`src/rtl/mem_access_sequencer_if.sv`:
```
// Bundle of request, response and RAM-side signals for the memory-access sequencer.
// The master side is the environment: it issues requests and provides the RAM.
// The slave side is the sequencer itself.
`timescale 1ns/1ps
interface mem_access_sequencer_if;
  logic        req_valid;
  logic        req_ready;
  logic        req_wren;
  logic [2:0]  req_funct3;
  logic [31:0] req_addr;
  logic [31:0] req_wdata;
  logic        rsp_valid;
  logic [31:0] rsp_rdata;
  logic        rsp_fault;
  logic [31:0] mem_addr;
  logic [3:0]  mem_byteEn;
  logic        mem_wren;
  logic [31:0] mem_wdata;
  logic [31:0] mem_rdata;

  modport master (
    output req_valid, req_wren, req_funct3, req_addr, req_wdata,
    input  req_ready, rsp_valid, rsp_rdata, rsp_fault,
    input  mem_addr, mem_byteEn, mem_wren, mem_wdata,
    output mem_rdata
  );

  modport slave (
    input  req_valid, req_wren, req_funct3, req_addr, req_wdata,
    output req_ready, rsp_valid, rsp_rdata, rsp_fault,
    output mem_addr, mem_byteEn, mem_wren, mem_wdata,
    input  mem_rdata
  );
endinterface

```
`src/rtl/mem_access_sequencer.sv`:
```
// Memory-stage load/store sequencer in front of a one-port byte-enabled RAM.
// Word-crossing accesses take two RAM cycles; load data is merged, aligned and extended.
//
// state | meaning
// IDLE  | waiting for a request
// ACC0  | first (or only) RAM access
// ACC1  | second RAM access of a word-crossing split; first read word latched
// DONE  | last read word available; response data registered
// RESP  | rsp_valid pulse; a new request may be accepted here
`timescale 1ns/1ps
module mem_access_sequencer #(
  parameter int ALLOW_MISALIGN = 1
) (
  input logic             clk,
  input logic             rst,
  mem_access_sequencer_if.slave bus
);

  localparam logic [2:0] IDLE = 3'd0;
  localparam logic [2:0] ACC0 = 3'd1;
  localparam logic [2:0] ACC1 = 3'd2;
  localparam logic [2:0] DONE = 3'd3;
  localparam logic [2:0] RESP = 3'd4;

  logic [2:0]  state;
  logic        wren_q;
  logic [2:0]  funct3_q;
  logic [31:0] addr_q;
  logic [31:0] wdata_q;
  logic [31:0] lo_q;
  logic [31:0] rdata_q;
  logic        fault_q;

  logic        accept;
  logic        req_illegal;
  logic        req_misalign;
  logic        req_fault;

  logic [1:0]  off;
  logic [3:0]  mask;
  logic [3:0]  nbytes;
  logic        split;
  logic [4:0]  sh0;
  logic [5:0]  sh1;
  logic [63:0] pair;
  logic [31:0] shifted;
  logic [31:0] load_result;

  assign bus.req_ready = (state == IDLE) || (state == RESP);
  assign accept        = bus.req_valid && bus.req_ready;
  assign bus.rsp_valid = (state == RESP);
  assign bus.rsp_rdata = rdata_q;
  assign bus.rsp_fault = fault_q;

  // Classify the incoming request before it is accepted.
  always_comb begin
    if (bus.req_wren)
      req_illegal = !(bus.req_funct3 inside {3'b000, 3'b001, 3'b010});
    else
      req_illegal = bus.req_funct3 inside {3'b011, 3'b110, 3'b111};
    req_misalign = ((bus.req_funct3[1:0] == 2'b01) && bus.req_addr[0]) ||
                   ((bus.req_funct3[1:0] == 2'b10) && (bus.req_addr[1:0] != 2'b00));
    req_fault = req_illegal || ((ALLOW_MISALIGN == 0) && req_misalign);
  end

  // Size, mask and split decode of the captured request.
  always_comb begin
    off = addr_q[1:0];
    case (funct3_q[1:0])
      2'b00:   begin mask = 4'b0001; nbytes = 4'd1; end
      2'b01:   begin mask = 4'b0011; nbytes = 4'd2; end
      default: begin mask = 4'b1111; nbytes = 4'd4; end
    endcase
    split = ({2'b00, off} + nbytes) > 4'd4;
    sh0   = {off, 3'b000};
    sh1   = 6'd32 - {1'b0, sh0};
  end

  // Merge the one or two read words, align to the byte offset and extend.
  always_comb begin
    pair    = split ? {bus.mem_rdata, lo_q} : {32'h0, bus.mem_rdata};
    shifted = 32'(pair >> sh0);
    case (funct3_q[1:0])
      2'b00:   load_result = funct3_q[2] ? {24'h0, shifted[7:0]}
                                         : {{24{shifted[7]}}, shifted[7:0]};
      2'b01:   load_result = funct3_q[2] ? {16'h0, shifted[15:0]}
                                         : {{16{shifted[15]}}, shifted[15:0]};
      default: load_result = shifted;
    endcase
    if (wren_q)
      load_result = 32'h0;
  end

  // RAM-side outputs are driven only while an access is in progress.
  always_comb begin
    bus.mem_addr   = 32'h0;
    bus.mem_byteEn = 4'b0000;
    bus.mem_wren   = 1'b0;
    bus.mem_wdata  = 32'h0;
    case (state)
      ACC0: begin
        bus.mem_addr   = {addr_q[31:2], 2'b00};
        bus.mem_byteEn = 4'({4'b0000, mask} << off);
        bus.mem_wren   = wren_q;
        bus.mem_wdata  = wdata_q << sh0;
      end
      ACC1: begin
        bus.mem_addr   = {addr_q[31:2], 2'b00} + 32'd4;
        bus.mem_byteEn = mask >> (3'd4 - {1'b0, off});
        bus.mem_wren   = wren_q;
        bus.mem_wdata  = wdata_q >> sh1;
      end
      default: ;
    endcase
  end

  // Sequencer state, request capture and response registers.
  always_ff @(posedge clk or posedge rst) begin
    if (rst) begin
      state    <= IDLE;
      wren_q   <= 1'b0;
      funct3_q <= 3'b000;
      addr_q   <= 32'h0;
      wdata_q  <= 32'h0;
      lo_q     <= 32'h0;
      rdata_q  <= 32'h0;
      fault_q  <= 1'b0;
    end else begin
      case (state)
        IDLE, RESP: begin
          if (accept) begin
            wren_q   <= bus.req_wren;
            funct3_q <= bus.req_funct3;
            addr_q   <= bus.req_addr;
            wdata_q  <= bus.req_wdata;
            if (req_fault) begin
              fault_q <= 1'b1;
              rdata_q <= 32'h0;
              state   <= RESP;
            end else begin
              state <= ACC0;
            end
          end else begin
            state <= IDLE;
          end
        end
        ACC0: state <= split ? ACC1 : DONE;
        ACC1: begin
          lo_q  <= bus.mem_rdata;
          state <= DONE;
        end
        DONE: begin
          rdata_q <= load_result;
          fault_q <= 1'b0;
          state   <= RESP;
        end
        default: state <= IDLE;
      endcase
    end
  end

endmodule
```
`src/flat_wrapper.sv`:
```
// flat-port wrapper written by rule: the top's interface ports become plain ports
module mem_access_sequencer_flat 
#(
  parameter int ALLOW_MISALIGN = 1
)
  (clk, rst, bus_req_valid, bus_req_wren, bus_req_funct3, bus_req_addr, bus_req_wdata, bus_req_ready, bus_rsp_valid, bus_rsp_rdata, bus_rsp_fault, bus_mem_addr, bus_mem_byteEn, bus_mem_wren, bus_mem_wdata, bus_mem_rdata);
  mem_access_sequencer_if bus_i ();
  input logic clk;
  input logic rst;
  input wire logic [$bits(bus_i.req_valid)-1:0] bus_req_valid;
  input wire logic [$bits(bus_i.req_wren)-1:0] bus_req_wren;
  input wire logic [$bits(bus_i.req_funct3)-1:0] bus_req_funct3;
  input wire logic [$bits(bus_i.req_addr)-1:0] bus_req_addr;
  input wire logic [$bits(bus_i.req_wdata)-1:0] bus_req_wdata;
  output wire logic [$bits(bus_i.req_ready)-1:0] bus_req_ready;
  output wire logic [$bits(bus_i.rsp_valid)-1:0] bus_rsp_valid;
  output wire logic [$bits(bus_i.rsp_rdata)-1:0] bus_rsp_rdata;
  output wire logic [$bits(bus_i.rsp_fault)-1:0] bus_rsp_fault;
  output wire logic [$bits(bus_i.mem_addr)-1:0] bus_mem_addr;
  output wire logic [$bits(bus_i.mem_byteEn)-1:0] bus_mem_byteEn;
  output wire logic [$bits(bus_i.mem_wren)-1:0] bus_mem_wren;
  output wire logic [$bits(bus_i.mem_wdata)-1:0] bus_mem_wdata;
  input wire logic [$bits(bus_i.mem_rdata)-1:0] bus_mem_rdata;
  assign bus_i.req_valid = bus_req_valid;
  assign bus_i.req_wren = bus_req_wren;
  assign bus_i.req_funct3 = bus_req_funct3;
  assign bus_i.req_addr = bus_req_addr;
  assign bus_i.req_wdata = bus_req_wdata;
  assign bus_req_ready = bus_i.req_ready;
  assign bus_rsp_valid = bus_i.rsp_valid;
  assign bus_rsp_rdata = bus_i.rsp_rdata;
  assign bus_rsp_fault = bus_i.rsp_fault;
  assign bus_mem_addr = bus_i.mem_addr;
  assign bus_mem_byteEn = bus_i.mem_byteEn;
  assign bus_mem_wren = bus_i.mem_wren;
  assign bus_mem_wdata = bus_i.mem_wdata;
  assign bus_i.mem_rdata = bus_mem_rdata;
  mem_access_sequencer #(.ALLOW_MISALIGN(ALLOW_MISALIGN)) u_core (.clk(clk), .rst(rst), .bus(bus_i));
endmodule
```
`config.mk`:
```
export PLATFORM = sky130hd
export DESIGN_NAME = mem_access_sequencer_flat
export DESIGN_NICKNAME = d
export VERILOG_FILES = /design/src/rtl/mem_access_sequencer_if.sv /design/src/rtl/mem_access_sequencer.sv /design/src/flat_wrapper.sv
export SDC_FILE = /design/constraint.sdc
export NUM_CORES = 1
export LEC_CHECK = 0
export CAP_MARGIN = 0
export CORE_ASPECT_RATIO = 0.6
export CORE_MARGIN = 4
export CORE_UTILIZATION = 35
export CTS_CLUSTER_DIAMETER = 50
export DETAILED_ROUTE_END_ITERATION = 8
export PLACE_DENSITY_LB_ADDON = 0.05
export SYNTH_ARGS = -nofsm -noshare
export SYNTH_HDL_FRONTEND = slang
export SYNTH_SLANG_ARGS = --single-unit
```
`constraint.sdc`:
```
create_clock -name clk -period 5.9 [get_ports clk]
set_input_delay 0.59 -clock clk [delete_from_list [all_inputs] [get_ports clk]]
set_output_delay 0.59 -clock clk [all_outputs]
set_load 0.01 [all_outputs]
```
==> impl_metrics.yaml, run 1 <==
global_routing:
  antenna_violations_before_repair: 0
  number_of_global_route_vias_before_repair: 7699
  grt.total_usage_pct: 22.9
  grt.overflow.total: 0
  grt_pass1_wl_mm: 50.0
  grt_max_degree: 87
drt:
  via_per_inst: 5.73
  num_vias: 8334
  drc_errors: 0
  drt-wirelength-per-cell_um: 22.5
  initialDrtViolationCount: 863
  route.antenna.remaining_nets: 0
  drt-total-wl_mm: 32.7
  drtPass1Iterations: 6
clock_network:
  max-clock-path-buffers: 2
  insertion_delay_ps: 440
  clk_pin_slew_ps: 60
  clock_sinks: 136
  cts_inserted_buffers: 17
  post_cts_resize_count: 0
  cts_hold_buffers: 0
  postCtsSetupRepairBufs: 0
  cts.root.buffer_cell: "sky130_fd_sc_hd__clkbuf_16"
  cts_tree: "done"
  htree_levels: 4
timing:
  setup_ws_ps: 1490
  timing_worst_slew_pin_value_ps: 1440
  whs_ps: 473
  rsz0062_at_grt: "no"
  min_period_over_period_pct: 74.8
  worst_slew_margin_relative_to_its_limit_pct: 3.03
  timing_hold_violations_final: 0
  min_period_ps: 4410
  finalClockSkew_ps: 9.14
  max_freq_ghz: 0.227
  timing_max_transition_violations_final: 0
  timing.setup.tns_ps: 0
  finalSetupViolations: 0
worst_hold_path:
  worstHoldStart: "u_core.lo_q[3]"
  min_path_type: "flop to flop"
worst_setup_path:
  worst_setup_path_endpoint: "u_core.bus.rsp_rdata[22]"
  crit_path_max_fanout: 27
  r2r_cell_count: 10
  endpoint_kind: "flop"
  rrSetupSlack_ps: 1490
  timing_worst_setup_path_type: "flop to flop"
  critical_path.startpoint: "u_core.funct3_q[1]"
  critPathRequiredTime_ps: 6210
  r2r_start: "u_core.funct3_q[1]"
  worstPathArrival_ps: 4720
  critical_path_launch_point_type: "flop"
  r2r-end: "u_core.bus.rsp_rdata[22]"
cells_and_area:
  num-nets-final: 1222
  finish.utilization_pct: 46.8
  drive_gt1_share_pct: 14.5
  insertedDiodeCount: 0
  layout.filler_cells: 2402
  areaGrowthSynthToFinish_pct: 31.6
yosys:
  ys.warnings.count: 0
  synth_largest_type_area_fraction_pct: 37.8
  yosysMostFrequentCell: "sky130_fd_sc_hd__nand2_1"
  syn-cell-area_sq_mm: 0.00899
  synth.distinct_cells: 68
  post_synth_main_area_contributors: "sky130_fd_sc_hd__dfrtp_1 (38%), sky130_fd_sc_hd__nand2_1 (8.4%), sky130_fd_sc_hd__mux4_2 (8.0%)"
  synthesis.area_per_instance_sq_um: 9.45
  synth.ff_latch_count: 136
  synthCells: 952
  synth-edff-count: 0
  yosysSeqAreaShare_pct: 37.8
  synth_ff_type: "sky130_fd_sc_hd__dfrtp_1"
  asyncSetResetFlopFracSynth_pct: 100
  post_synth_most_frequent_cells: "sky130_fd_sc_hd__nand2_1 (202), sky130_fd_sc_hd__dfrtp_1 (136), sky130_fd_sc_hd__mux2_2 (59)"
  synthDominantAreaCellType: "sky130_fd_sc_hd__dfrtp_1"
die:
  ioPinCount: 207
  core_area_sq_mm: 0.0253
  dieHeight_um: 132
  die_w_um: 215
  effective_utilization_at_floorplan_pct: 35.6
  rows: 45
  fp.dieArea_sq_mm: 0.0284
pwr:
  power_density_mw_per_mm2: 656
  design_power_total_uw: 7760
  vdd_ir_drop_max_mv: 0.252
  p_leak_uw: 0.00481
job:
  cap_viol_max_count: 0
placed_design:
  numPortBuffers: 204
  hpwl_mm: 23.1
  pre_cts_slack_ps: 1590
  globalplace.congestion: 0.906
outcome:
  outcome: "complete, no violations"
==> report_power, final <==
group | internal, uW | leakage [uW] | switching (uW)
clock network | 729 | 0.000316 | 420
registers | 1380 | 0.00168 | 609
logic | 2110 | 0.00282 | 2510
total | 4220 | 0.00481 | 3540
==> state kept, by name, indices dropped and copies added, names as in the netlist <==
name	count
u_core.addr_q	32
u_core.bus.rsp_rdata	32
u_core.lo_q	32
u_core.wdata_q	32
u_core.funct3_q	3
u_core.state	3
u_core.bus.rsp_fault	1
u_core.wren_q	1
==> layout make-up <==
type	instances	area [sq um]	share of cell area, %
tap	329	412	3.48
clock inverter	8	115	0.972
multi-input combinational	714	5140	43.4
timing repair buffer	219	2150	18.2
inverter	24	95.1	0.803
clock buffer	24	512	4.32
sequential	136	3410	28.8
==> worst max-delay path, cell delays in order, from the launching register on <==
cell                        delay, ps
sky130_fd_sc_hd__dfrtp_1          760
sky130_fd_sc_hd__nor2_1           650
sky130_fd_sc_hd__ha_1             310
sky130_fd_sc_hd__inv_1             70
sky130_fd_sc_hd__fa_1             490
sky130_fd_sc_hd__xnor2_2          220
sky130_fd_sc_hd__a2bb2oi_4        680
sky130_fd_sc_hd__buf_4            300
sky130_fd_sc_hd__mux4_2           520
sky130_fd_sc_hd__a21oi_1          200
sky130_fd_sc_hd__o21ai_1           70
==> worst min-delay path by stage <==
stage / endpoint / slack (ps) / cells past startpoint
after floorplan: u_core.lo_q[0] / 440 / 2
after detailed placement: u_core.lo_q[3] / 460 / 2
final: u_core.lo_q[3] / 470 / 2
after global placement: u_core.lo_q[3] / 460 / 2
after global routing: u_core.lo_q[3] / 480 / 2
after CTS: u_core.lo_q[3] / 470 / 2
==> layout by cell type (no fill, tap or decap), types with 3 or more instances in the layout <==
cell type,instances
sky130_fd_sc_hd__o211ai_1,13
sky130_fd_sc_hd__o21ai_1,17
sky130_fd_sc_hd__and3_1,6
sky130_fd_sc_hd__a22o_1,8
sky130_fd_sc_hd__nand2_1,202
sky130_fd_sc_hd__a32o_1,12
sky130_fd_sc_hd__a31oi_1,10
sky130_fd_sc_hd__clkinv_2,5
sky130_fd_sc_hd__nor2_1,31
sky130_fd_sc_hd__mux4_2,32
sky130_fd_sc_hd__a32oi_1,7
sky130_fd_sc_hd__a21oi_1,45
sky130_fd_sc_hd__o21ai_0,47
sky130_fd_sc_hd__clkbuf_8,6
sky130_fd_sc_hd__a21o_1,7
sky130_fd_sc_hd__inv_1,21
sky130_fd_sc_hd__mux2i_1,52
sky130_fd_sc_hd__o32ai_1,5
sky130_fd_sc_hd__a211oi_1,3
sky130_fd_sc_hd__bufinv_16,3
sky130_fd_sc_hd__a22oi_1,8
sky130_fd_sc_hd__a41oi_1,4
sky130_fd_sc_hd__ha_1,6
sky130_fd_sc_hd__and2_1,3
sky130_fd_sc_hd__nand3_1,37
sky130_fd_sc_hd__dfrtp_1,134
sky130_fd_sc_hd__o221ai_1,7
sky130_fd_sc_hd__clkdlybuf4s50_1,204
sky130_fd_sc_hd__mux2_2,59
sky130_fd_sc_hd__o22ai_1,18
sky130_fd_sc_hd__clkbuf_16,17
sky130_fd_sc_hd__nand4_1,11
sky130_fd_sc_hd__o31ai_1,12
sky130_fd_sc_hd__buf_4,15
sky130_fd_sc_hd__nor3_1,4
sky130_fd_sc_hd__o41ai_1,4
==> per-layer routing <==
metal | share of wire (%) | GRT usage (%) | up-vias
met5 | 0 | 0 | -
met4 | 0.80 | 4.10 | 0
met3 | 11 | 8.48 | 18
met2 | 39 | 28.9 | 402
met1 | 50 | 36.5 | 4084
li1 | - | - | 3830
==> per-stage QoR <==
step                area [sq um]  instances
finish                     11800       1454
global route               11800       1454
CTS                        11800       1454
detailed placement         11200       1422
global placement           11200       1422
floorplan                   9000        953
==> logic make-up (layout without fill, tap and decap cells) <==
logic type / after synthesis / count (layout) / synth area share (%)
multiplexers: 145 / 145 / 21.4
buffers and inverters: 103 / 275 / 5.34
XOR/XNOR: 4 / 4 / 0.682
adder cells (fa/ha/maj): 7 / 7 / 1.06
AO/OA/AOI/OAI: 236 / 236 / 17.7
flip-flops: 136 / 136 / 37.8
AND/OR/NAND/NOR: 320 / 320 / 15.9
other: 1 / 2 / 0.0417
Note: power is estimated with default switching activity, not from simulation.
==> run 2, diff against run 1 <==
==> constraint.sdc (replaced) <==
create_clock -name clk -period 4.4 [get_ports clk]
set_input_delay 0.44 -clock clk [delete_from_list [all_inputs] [get_ports clk]]
set_output_delay 0.44 -clock clk [all_outputs]
set_load 0.01 [all_outputs]
==> run 2 against run 1 <==
  * Sequential power rose by 30%
  * Flip-flop and latch count did not move
  * First-iteration DRC count fell by 18%
  * Via count fell by 0.49%
  * Clock power rose by 23%
  * Combinational power rose by 35%
  * Critical endpoint is now bus_mem_wdata[23]
  * Largest power group unchanged
==> impl_metrics.yaml, run 2 (same netlist as run 1, synthesis figures left out) <==
cells_and_area:
  areaGrowthSynthToFinish_pct: 31.8
  layout.filler_cells: 2409
  mostFrequentLayoutCell: "sky130_fd_sc_hd__clkdlybuf4s50_1"
  mostFrequentLayoutCells: "sky130_fd_sc_hd__clkdlybuf4s50_1 (204), sky130_fd_sc_hd__nand2_1 (202), sky130_fd_sc_hd__dfrtp_1 (134), sky130_fd_sc_hd__mux2_2 (59), sky130_fd_sc_hd__mux2i_1 (52)"
  drive_gt1_share_pct: 15.2
  num-nets-final: 1231
  insertedDiodeCount: 0
placed_design:
  numPortBuffers: 204
  hpwl_mm: 23.5
  globalplace.congestion: 0.883
die:
  ioPinCount: 207
  core_area_sq_mm: 0.0253
  dieHeight_um: 132
  effective_utilization_at_floorplan_pct: 35.6
  rows: 45
  die_w_um: 215
  fp.dieArea_sq_mm: 0.0284
global_routing:
  number_of_global_route_vias_before_repair: 8027
  antenna_violations_before_repair: 0
  grt_pass1_wl_mm: 50.8
  grt.overflow.total: 0
  grt.total_usage_pct: 23.1
  grt_max_degree: 82
worst_setup_path:
  r2r_cell_count: 9
  r2r-end: "u_core.bus.rsp_rdata[22]"
  r2r_start: "u_core.funct3_q[1]"
  critical_path_launch_point_type: "flop"
  endpoint_kind: "primary output"
  timing_worst_setup_path_type: "flop to primary output"
  worstPathArrival_ps: 3320
  critPathRequiredTime_ps: 3960
  crit_path_max_fanout: 72
  rrSetupSlack_ps: 820
timing:
  rsz0062_at_grt: "no"
  finalClockSkew_ps: 9.19
  timing.setup.tns_ps: 0
  min_period_ps: 3760
  timing_hold_violations_final: 0
  max_freq_ghz: 0.266
  worst_slew_margin_relative_to_its_limit_pct: 39.0
  finalSetupViolations: 0
  timing_max_transition_violations_final: 0
  timing_worst_slew_pin_value_ps: 915
  min_period_over_period_pct: 85.5
clock_network:
  insertion_delay_ps: 440
  htree_levels: 4
  clock_sinks: 136
  cts_inserted_buffers: 17
  clk_pin_slew_ps: 60
  post_cts_resize_count: 0
  cts.root.buffer_cell: "sky130_fd_sc_hd__clkbuf_16"
  postCtsSetupRepairBufs: 0
  cts_tree: "done"
  max-clock-path-buffers: 2
  cts_hold_buffers: 0
pwr:
  design_power_total_uw: 10200
  p_leak_uw: 0.00483
  power_density_mw_per_mm2: 864
  vdd_ir_drop_max_mv: 0.434
drt:
  drt-total-wl_mm: 32.9
  route.antenna.remaining_nets: 0
  initialDrtViolationCount: 705
  drt-wirelength-per-cell_um: 22.5
  drtPass1Iterations: 8
  drc_errors: 0
  via_per_inst: 5.67
  num_vias: 8293
outcome:
  outcome: "complete, no violations"
job:
  cap_viol_max_count: 0
worst_hold_path:
  worstHoldStart: "u_core.lo_q[5]"
  worst_hold_path.endpoint: "u_core.lo_q[5]"
  min_path_cells: 2
  min_path_type: "flop to flop"
## run 2: worst max-delay path: stages (launching register included)
cell,delay [ps]
sky130_fd_sc_hd__dfrtp_4,430
sky130_fd_sc_hd__buf_4,700
sky130_fd_sc_hd__nor2b_1,590
sky130_fd_sc_hd__buf_4,280
sky130_fd_sc_hd__a21oi_1,80
sky130_fd_sc_hd__o22ai_1,190
sky130_fd_sc_hd__clkdlybuf4s50_1,590
## run 2: layer usage
layer / track usage (%) / wire length [um] / share of wire, % / vias up
met5: 0 / 0 / 0 / -
met4: 4.86 / 405 / 1.2 / 0
met3: 7.25 / 2860 / 8.7 / 25
met2: 29.4 / 12700 / 39 / 343
met1: 37.4 / 17000 / 52 / 4067
li1: - / - / - / 3858
## run 2: final cells by class
| cell class | instances | area, sq um | share of cell area [%] |
|---|---|---|---|
| flip-flops and latches | 136 | 3410 | 28.7 |
| inverters | 24 | 95.1 | 0.802 |
| clock buffers | 20 | 467 | 3.94 |
| well taps | 329 | 412 | 3.47 |
| repair buffers | 228 | 2230 | 18.8 |
| multi-input cells | 714 | 5140 | 43.4 |
| clock inverters | 12 | 100 | 0.844 |
## run 2: worst max-delay path by stage
stage                                           to  cells past startpoint          startpoint
after global placement    u_core.bus.rsp_rdata[17]                      9  u_core.funct3_q[1]
final                            bus_mem_wdata[23]                      6    u_core.addr_q[0]
after CTS                        bus_mem_byteEn[2]                      6    u_core.addr_q[0]
after detailed placement  u_core.bus.rsp_rdata[22]                      9  u_core.funct3_q[1]
after floorplan                   u_core.addr_q[0]                      1                 rst
after global routing              bus_mem_wdata[3]                      5     u_core.state[0]
## run 2: power by group
group / switching, uW / total, uW / internal [uW]
clock: 593 / 1410 / 817
combinational: 3380 / 6250 / 2870
sequential: 727 / 2580 / 1850
## run 2: stage by stage
stage	hold WS, ps	cell area (sq um)	worst slack [ps]	std cells	util [%]
3_5_place_dp	457	11300	907	1431	44.7
6_report	478	11900	639	1463	46.9
5_1_grt	489	11900	481	1463	46.9
3_3_place_gp	453	11300	964	1431	44.7
2_1_floorplan	440	9000	321	953	-
4_1_cts	472	11900	536	1463	46.9
==> run 3, diff against run 2 <==
--- a/config.mk
+++ b/config.mk
@@ -7,11 +7,12 @@
 export LEC_CHECK = 0
 export CAP_MARGIN = 0
 export CORE_ASPECT_RATIO = 0.6
-export CORE_MARGIN = 4
 export CORE_UTILIZATION = 35
 export CTS_CLUSTER_DIAMETER = 50
 export DETAILED_ROUTE_END_ITERATION = 8
 export PLACE_DENSITY_LB_ADDON = 0.05
+export RECOVER_POWER = 25
+export REMOVE_ABC_BUFFERS = 1
 export SYNTH_ARGS = -nofsm -noshare
 export SYNTH_HDL_FRONTEND = slang
 export SYNTH_SLANG_ARGS = --single-unit
==> run 3 against run 2 <==
  * The run now ends with max-capacitance violations, max-slew violations left
  * Power grew 0.20%
  * Setup slack lost 69 ps
  * Clock power grew 11%
  * Cell area grew 0.17%
  * Wire length shrank 5.8%
  * Hold slack lost 7.7 ps
  * Global-route usage grew 1.2 points
  * Sequential share of layout area is essentially flat
  * Combinational power shrank 1%
  * Critical path type unchanged
  * Critical endpoint is now bus_mem_addr[28]
==> impl_metrics.yaml, run 3 (same netlist as run 1, synthesis figures left out) <==
cells_and_area:
  finalInstanceArea_sq_mm: 0.0119
  layout.filler_cells: 2408
  mostFrequentLayoutCell: "sky130_fd_sc_hd__clkdlybuf4s50_1"
  drive_gt1_share_pct: 14.8
  mostFrequentLayoutCells: "sky130_fd_sc_hd__clkdlybuf4s50_1 (203), sky130_fd_sc_hd__nand2_1 (202), sky130_fd_sc_hd__dfrtp_1 (134), sky130_fd_sc_hd__mux2_2 (59), sky130_fd_sc_hd__mux2i_1 (52)"
  areaGrowthSynthToFinish_pct: 32.0
  num-nets-final: 1226
die:
  die_w_um: 209
  fp.dieArea_sq_mm: 0.0264
  core_area_sq_mm: 0.0253
  dieHeight_um: 126
  effective_utilization_at_floorplan_pct: 35.6
  ioPinCount: 207
  rows: 45
global_routing:
  grt_pass1_wl_mm: 48.6
  grt.overflow.total: 0
  grt_max_degree: 85
  number_of_global_route_vias_before_repair: 7867
  antenna_violations_before_repair: 2
  grt.total_usage_pct: 24.3
timing:
  timing_hold_violations_final: 0
  rsz0062_at_grt: "no"
  timing_max_transition_violations_final: 85
  finalSetupViolations: 0
  min_period_ps: 3830
  min_period_over_period_pct: 87.1
  timing_worst_slew_pin_value_ps: 1930
  finalClockSkew_ps: 10.7
  setup_ws_ps: 570
  max_freq_ghz: 0.261
  worst_slew_margin_relative_to_its_limit_pct: -28.9
placed_design:
  numPortBuffers: 204
  globalplace.congestion: 0.846
  hpwl_mm: 21.2
  pre_cts_slack_ps: 1050
  placedInstanceArea_sq_mm: 0.0113
drt:
  drtPass1Iterations: 5
  drc_errors: 0
  drt-total-wl_mm: 31.0
  drt-wirelength-per-cell_um: 21.3
  via_per_inst: 5.65
  route.antenna.remaining_nets: 0
  num_vias: 8240
  initialDrtViolationCount: 680
clock_network:
  cts.root.buffer_cell: "sky130_fd_sc_hd__clkbuf_16"
  max-clock-path-buffers: 2
  postCtsSetupRepairBufs: 0
  insertion_delay_ps: 450
  cts_hold_buffers: 0
  post_cts_resize_count: 0
  clk_pin_slew_ps: 60
  cts_inserted_buffers: 17
  clock_sinks: 136
  htree_levels: 4
  cts_tree: "done"
worst_hold_path:
  min_path_type: "flop to flop"
worst_setup_path:
  critical_path_launch_point_type: "flop"
  crit_path_max_fanout: 12
  timing_worst_setup_path_type: "flop to primary output"
  worstPathArrival_ps: 3390
  endpoint_kind: "primary output"
  critPathRequiredTime_ps: 3960
pwr:
  power_density_mw_per_mm2: 864
  p_leak_uw: 0.00482
  vdd_ir_drop_max_mv: 0.369
  design_power_total_uw: 10300
outcome:
  violations: "max-capacitance violations, max-slew violations"
  outcome: "finished, violations left"
job:
  cap_viol_max_count: 1
run 3: final timing paths:
path	from	to	slack [ps]	depth (start not counted)
worst max-delay path	u_core.addr_q[2]	bus_mem_addr[28]	570	8
worst min-delay path	u_core.lo_q[4]	u_core.lo_q[4]	470	2
worst max register to register	u_core.funct3_q[1]	u_core.bus.rsp_rdata[21]	1030	11
worst min register to register	u_core.lo_q[4]	u_core.lo_q[4]	470	2
max in group asynchronous	rst	u_core.lo_q[29]	1240	3
min in group asynchronous	rst	u_core.bus.rsp_rdata[25]	1000	2
run 3: area by class of cell:
type                       count  area, sq um  share of cell area, %
antenna                        1         2.50                 0.0211
tap                          329          412                   3.47
inverter                      24         93.8                  0.790
timing repair buffer         223         2180                   18.4
clock inverter                13          176                   1.49
multi-input combinational    714         5150                   43.4
clock buffer                  19          453                   3.81
sequential                   136         3410                   28.7
run 3: power breakdown:
group | internal [uW] | switching, uW | leakage (uW)
registers | 1850 | 681 | 0.00168
clock network | 972 | 593 | 0.000305
logic | 2860 | 3300 | 0.00283
total | 5690 | 4580 | 0.00482
run 3: critical path, stage by stage, from the launching register on:
cell,delay [ps]
sky130_fd_sc_hd__dfrtp_1,460
sky130_fd_sc_hd__ha_1,330
sky130_fd_sc_hd__nand4_1,250
sky130_fd_sc_hd__nor4_2,300
sky130_fd_sc_hd__buf_4,220
sky130_fd_sc_hd__nand3_1,220
sky130_fd_sc_hd__or4_1,520
sky130_fd_sc_hd__nand3_1,80
sky130_fd_sc_hd__clkdlybuf4s50_1,560
run 3: routing by layer:
metal	up-vias	share of wire [%]	GRT usage [%]
met5	-	0.039	0
met2	304	40	31.3
li1	3842	-	-
met1	4055	51	38.1
met4	2	1.7	7.70
met3	37	7.7	6.63
run 3: stage by stage:
| step | utilization [%] | std cells | hold WS, ps | TNS (ps) |
|---|---|---|---|---|
| after floorplan | - | 874 | 440 | -95900 |
| final | 47.0 | 1459 | 471 | 0 |
| after global placement | 44.5 | 1426 | 459 | 0 |
| after global routing | 47.0 | 1458 | 495 | 0 |
| after detailed placement | 44.5 | 1426 | 459 | 0 |
| after CTS | 47.0 | 1458 | 474 | 0 |
